===== config.mk =====
export PLATFORM = sky130hd
export DESIGN_NAME = fp_merge
export DESIGN_NICKNAME = d
export VERILOG_FILES = /design/src/rtl/float_pkg.sv /design/src/rtl/fp_key_cmp.sv /design/src/rtl/fp_merge.sv
export SDC_FILE = /design/constraint.sdc
export NUM_CORES = 1
export LEC_CHECK = 0
export ABC_AREA = 1
export BUFFER_PORTS_ARGS = -buffer_cell sky130_fd_sc_hd__buf_2
export CORE_ASPECT_RATIO = 0.75
export CORE_UTILIZATION = 40
export CTS_CLUSTER_DIAMETER = 60
export DETAILED_ROUTE_END_ITERATION = 16
export PLACE_DENSITY = 0.7
export SETUP_SLACK_MARGIN = 0.3
export SLEW_MARGIN = 10
export SYNTH_ARGS = -nofsm -noshare
export SYNTH_HDL_FRONTEND = slang
export SYNTH_HIERARCHICAL = 1
export SYNTH_SLANG_ARGS = --single-unit

===== constraint.sdc =====
create_clock -name clk -period 4.4 [get_ports clk]
set_input_delay 0 -clock clk [delete_from_list [all_inputs] [get_ports clk]]
set_output_delay 0 -clock clk [all_outputs]
set_load 0.005 [all_outputs]

===== src/rtl/float_pkg.sv =====
// Shared float type, merge FSM state encoding and the unsigned order key
// used to compare floats as plain integers.
package float_pkg;

  typedef struct packed {
    logic        sign;
    logic [7:0]  exponent;
    logic [22:0] mantissa;
  } float;

  typedef enum logic [1:0] {
    MERGE,
    DRAIN_A,
    DRAIN_B
  } fp_merge_state_t;

  // Negative values invert fully so larger magnitudes sort lower; positives
  // flip the sign bit so they land above all negatives (-0 sorts below +0).
  function automatic logic [31:0] fp_order_key(float x);
    logic [31:0] bits;
    bits = x;
    return x.sign ? ~bits : (bits ^ 32'h8000_0000);
  endfunction

endpackage


===== src/rtl/fp_key_cmp.sv =====
// Combinational order comparator: a_le_b when key(a) <= key(b).
module fp_key_cmp
  import float_pkg::*;
(
  input  float a,
  input  float b,
  output logic a_le_b
);

  assign a_le_b = fp_order_key(a) <= fp_order_key(b);

endmodule


===== src/rtl/fp_merge.sv =====
// Two-way streaming merge of ascending float jobs into one ascending job.
// Optional input order checker enabled by FP_MERGE_ORDER_CHECK_EN.
module fp_merge
  import float_pkg::*;
(
  input  logic clk,
  input  logic rst_n,
  input  float a_data,
  input  logic a_last,
  input  logic a_valid,
  output logic a_ready,
  input  float b_data,
  input  logic b_last,
  input  logic b_valid,
  output logic b_ready,
  output float out_data,
  output logic out_last,
  output logic out_valid,
  input  logic out_ready,
  output logic order_err
);

  fp_merge_state_t state;
  logic load, sel_a, a_fire, b_fire, both;

  fp_key_cmp u_sel (.a(a_data), .b(b_data), .a_le_b(sel_a));

  assign load   = !out_valid || out_ready;
  assign both   = a_valid && b_valid;
  assign a_fire = a_valid && a_ready;
  assign b_fire = b_valid && b_ready;

  always_comb begin
    a_ready = 1'b0;
    b_ready = 1'b0;
    case (state)
      MERGE: begin
        a_ready = load && both && sel_a;
        b_ready = load && both && !sel_a;
      end
      DRAIN_A: a_ready = load && a_valid;
      DRAIN_B: b_ready = load && b_valid;
      default: ;
    endcase
  end

  // A last flag closes the merged job only when popped from a drain state.
  always_ff @(posedge clk or negedge rst_n) begin
    if (!rst_n) begin
      state     <= MERGE;
      out_valid <= 1'b0;
      out_data  <= '0;
      out_last  <= 1'b0;
    end else if (a_fire) begin
      out_valid <= 1'b1;
      out_data  <= a_data;
      out_last  <= (state == DRAIN_A) && a_last;
      if (a_last) state <= (state == MERGE) ? DRAIN_B : MERGE;
    end else if (b_fire) begin
      out_valid <= 1'b1;
      out_data  <= b_data;
      out_last  <= (state == DRAIN_B) && b_last;
      if (b_last) state <= (state == MERGE) ? DRAIN_A : MERGE;
    end else if (out_ready) begin
      out_valid <= 1'b0;
      out_last  <= 1'b0;
    end
  end

`ifdef FP_MERGE_ORDER_CHECK_EN
  float prev_a, prev_b;
  logic prev_a_vld, prev_b_vld, a_ok, b_ok;

  fp_key_cmp u_chk_a (.a(prev_a), .b(a_data), .a_le_b(a_ok));
  fp_key_cmp u_chk_b (.a(prev_b), .b(b_data), .a_le_b(b_ok));

  // prev_*_vld drops after a stream's last pop, so each job starts unchecked.
  always_ff @(posedge clk or negedge rst_n) begin
    if (!rst_n) begin
      prev_a     <= '0;
      prev_b     <= '0;
      prev_a_vld <= 1'b0;
      prev_b_vld <= 1'b0;
      order_err  <= 1'b0;
    end else begin
      if (a_fire) begin
        prev_a     <= a_data;
        prev_a_vld <= !a_last;
        if (prev_a_vld && !a_ok) order_err <= 1'b1;
      end
      if (b_fire) begin
        prev_b     <= b_data;
        prev_b_vld <= !b_last;
        if (prev_b_vld && !b_ok) order_err <= 1'b1;
      end
    end
  end
`else
  assign order_err = 1'b0;
`endif

endmodule


==> impl_metrics.yaml <==
route:
  wl_per_cell_um: 12.73
  drt_iter0_drc: 158
  wirelength_mm: 8.494
  drc: 0
  vias: 3165
  ant_nets: 0
  vias_per_cell: 4.745
  first_pass_iters: 5
power_and_ir_drop:
  p_leak_nw: 2.278
  power_density_nw_per_um2: 454.1
  power_mw: 1.786
  ir_worst_vdd_mv: 0.2086
logic_synthesis:
  async_flop_share_pct: 100.0
  synth_edf_count: 0
  synthFlopType: "dfrtp_1"
  syn-cell-area_um2: 3302
  synth.most_common_cell: "nand2_1"
  seq_area_frac_synth_pct: 27.28
  synth_cell_types: 26
  synthTopCellsByCount: "nand2_1, dfrtp_1, ha_1"
  syn_avg_cell_area_um2: 7.101
  yosysTopAreaCell: "dfrtp_1"
  ys_warn_count: 6
  yosys_register_bits: 36
  synthDominantCellAreaShare_pct: 27.28
  synthTopCellsByArea: "dfrtp_1, nand2_1, ha_1"
  synth_cells: 465
  syn_nets: 568
flow_run:
  drv_cap: 0
placement:
  io_buffers: 106
  placedCellCount: 655
  gp_congestion: 0.8395
  hpwl_mm: 6.400
  placed_area_um2: 3801
critical_path:
  regToRegSetupSlack_ns: 2.10
  critPathCaptureType: "register"
  path_cells: "buf_2 > xnor2_1 > ha_1 > nand2_1 > nor2_1 > nand2_1 > nand2_1 > nand2_1 > nand2_1 > nand2_1 > nand2_1 > nand2_1 > inv_1 > nor2_1 > nand2_2 > nand2_2 > buf_4 > nor2_8 > nand2_1 > nand3_1 > dlygate4sd3_1"
  worst_path_max_delay_cell: "buf_2"
  r2r_end: "out_data[26]$_DFFE_PN0P_"
  worstPathRequired_ns: 4.63
  r2r_start: "state[1]$_DFFE_PN0P_"
  crit_top_cell: "nand2_1"
  ff2ff_path_depth: 10
  critical_path_class: "input port to register"
  arrival_ns: 3.60
  path_max_fanout: 37
  slowest_delay_ns: 0.69
  crit_path_start_kind: "input port"
timing:
  setup_violations: 0
  fin_crit_sh_pct: 76.47
  fmax_ghz: 0.2972
  worst_slew_pin_slew_ns: 0.9253
  fin_skew_ns: 0.003098
  maxSlewViolCount: 0
  totalNegativeSetupSlack_ns: 0
  rsz0062_at_grt: "no"
  final-hold-violation-count: 0
  slew_headroom_pct: 38.31
  fin_crit_ns: 3.365
cts:
  postCtsHoldBufs: 4
  cts_tree: "yes"
  cts_setup_buffers: 0
  clkTransAtPathRegs_ns: 0.07
  h-tree-depth: 2
  clockBufferDepth: 2
  cts_made_buffers: 5
  root_buffer: "clkbuf_8"
  post_cts_resized: 0
  clk_latency_ns: 0.29
  cts_sinks: 36
finish:
  drive_gt1_share_pct: 22.95
  areaGrowthSynthToFinish_pct: 19.14
  fin_area_um2: 3934
  layout.nets: 664
  diodes: 0
  finalNonFillerCells: 667
global_route:
  grt_usage_pct: 20.77
  grt_max_degree: 38
  grt_overflow_total: 0
  grt_antenna_before_repair: 0
  grt_pass1_vias: 2959
  grt_pass1_wl_mm: 13.99
min_path:
  hold-path-cell-count: 5
  min_from: "b_data[21]"
  min_to: "out_data[21]$_DFFE_PN0P_"
  hold_path.class: "input port to register"
floorplanning:
  pin_count: 108
  rows: 28
  die-height_um: 80.69
  dieArea_um2: 8626
  core-area_um2: 7953
  initial_utilization_pct: 41.52
  die_w_um: 106.9
outcome:
  status: "finished clean"
metrics by stage:
step           setup slack (ns)  utilization [%]  hold slack, ns
4_1_cts                   1.038            49.47         0.01652
2_1_floorplan             2.212                -         -0.2956
3_5_place_dp             0.8994            47.80          0.1551
3_3_place_gp              1.019            47.80          0.1457
5_1_grt                  0.7208            49.47         0.02197
6_report                  1.035            49.47         0.01942
kinds of logic (layout without fill, tap and decap cells):
kind of cell / after synthesis / after routing / share of synthesized area [%]
simple gates: 272 / 272 / 33.16
xor+xnor: 62 / 62 / 16.45
buf+inv: 40 / 137 / 7.199
flops: 36 / 36 / 27.28
fa+ha+maj: 32 / 32 / 12.13
compound gates: 22 / 22 / 3.675
other cells: 1 / 1 / 0.1136
power by group:
group,switching [mW],internal [mW],leakage [nW]
clock network,0.126,0.125,0.0510
registers,0.0903,0.488,0.451
logic,0.579,0.377,1.78
total,0.796,0.990,2.28
cell type report:
type | count | area (um^2)
Sequential cell | 36 | 900.9
Clock buffer | 6 | 82.58
Multi-Input combinational cell | 389 | 2163
Fill cell | 810 | 4019
Clock inverter | 2 | 10.01
Tap cell | 105 | 131.4
Timing Repair Buffer | 111 | 578.1
Inverter | 18 | 67.56
placed cells by master, fill, tap and decap left out:
| cell | n |
|---|---|
| buf_4 | 1 |
| nor2_1 | 13 |
| buf_2 | 106 |
| nand4_1 | 2 |
| inv_1 | 13 |
| clkinv_1 | 1 |
| a21o_1 | 1 |
| o21ai_2 | 1 |
| clkinv_2 | 2 |
| xor2_1 | 31 |
| conb_1 | 1 |
| nand2_1 | 234 |
| or2_2 | 1 |
| nor2_8 | 1 |
| inv_2 | 4 |
| o21ai_0 | 3 |
| o21a_1 | 2 |
| clkbuf_8 | 6 |
| dfrtp_1 | 36 |
| nor2_2 | 2 |
| a21oi_1 | 15 |
| xnor2_1 | 31 |
| nand3_1 | 14 |
| nor4_4 | 1 |
| nand2_2 | 4 |
| dlygate4sd3_1 | 4 |
| ha_1 | 32 |
routing by layer:
metal	part of all wire, %	wire (um)	global-route usage, %
met5	0	0	0
met1	51	4344	29.87
met3	6.5	554	5.114
met2	41	3518	31.23
met4	0.91	77	4.247
sequential cells by signal (all words and copies together), names as in the netlist:
signal	flops
out_valid	1
state	2
out_data	32
out_last	1
worst max-delay path by stage:
stage | startpoint | to | slack (ns) | cells past startpoint
after detailed placement | b_data[31] | state[0]$_DFFE_PN0P_ | 0.90 | 16
after CTS | b_data[31] | out_data[26]$_DFFE_PN0P_ | 1.04 | 17
after global routing | b_data[31] | out_data[26]$_DFFE_PN0P_ | 0.72 | 21
final | b_data[31] | out_data[26]$_DFFE_PN0P_ | 1.04 | 21
after global placement | a_data[31] | out_data[22]$_DFFE_PN0P_ | 1.02 | 16
after floorplan | a_data[31] | out_data[27]$_DFFE_PN0P_ | 2.21 | 19
worst max-delay path: cells and delay by family:
kind	cells	cell delay (ns)
simple gates	15	1.49
buf+inv	4	1.56
fa+ha+maj	1	0.33
xor+xnor	1	0.16
No activity file was read; power rests on OpenSTA's default activity.
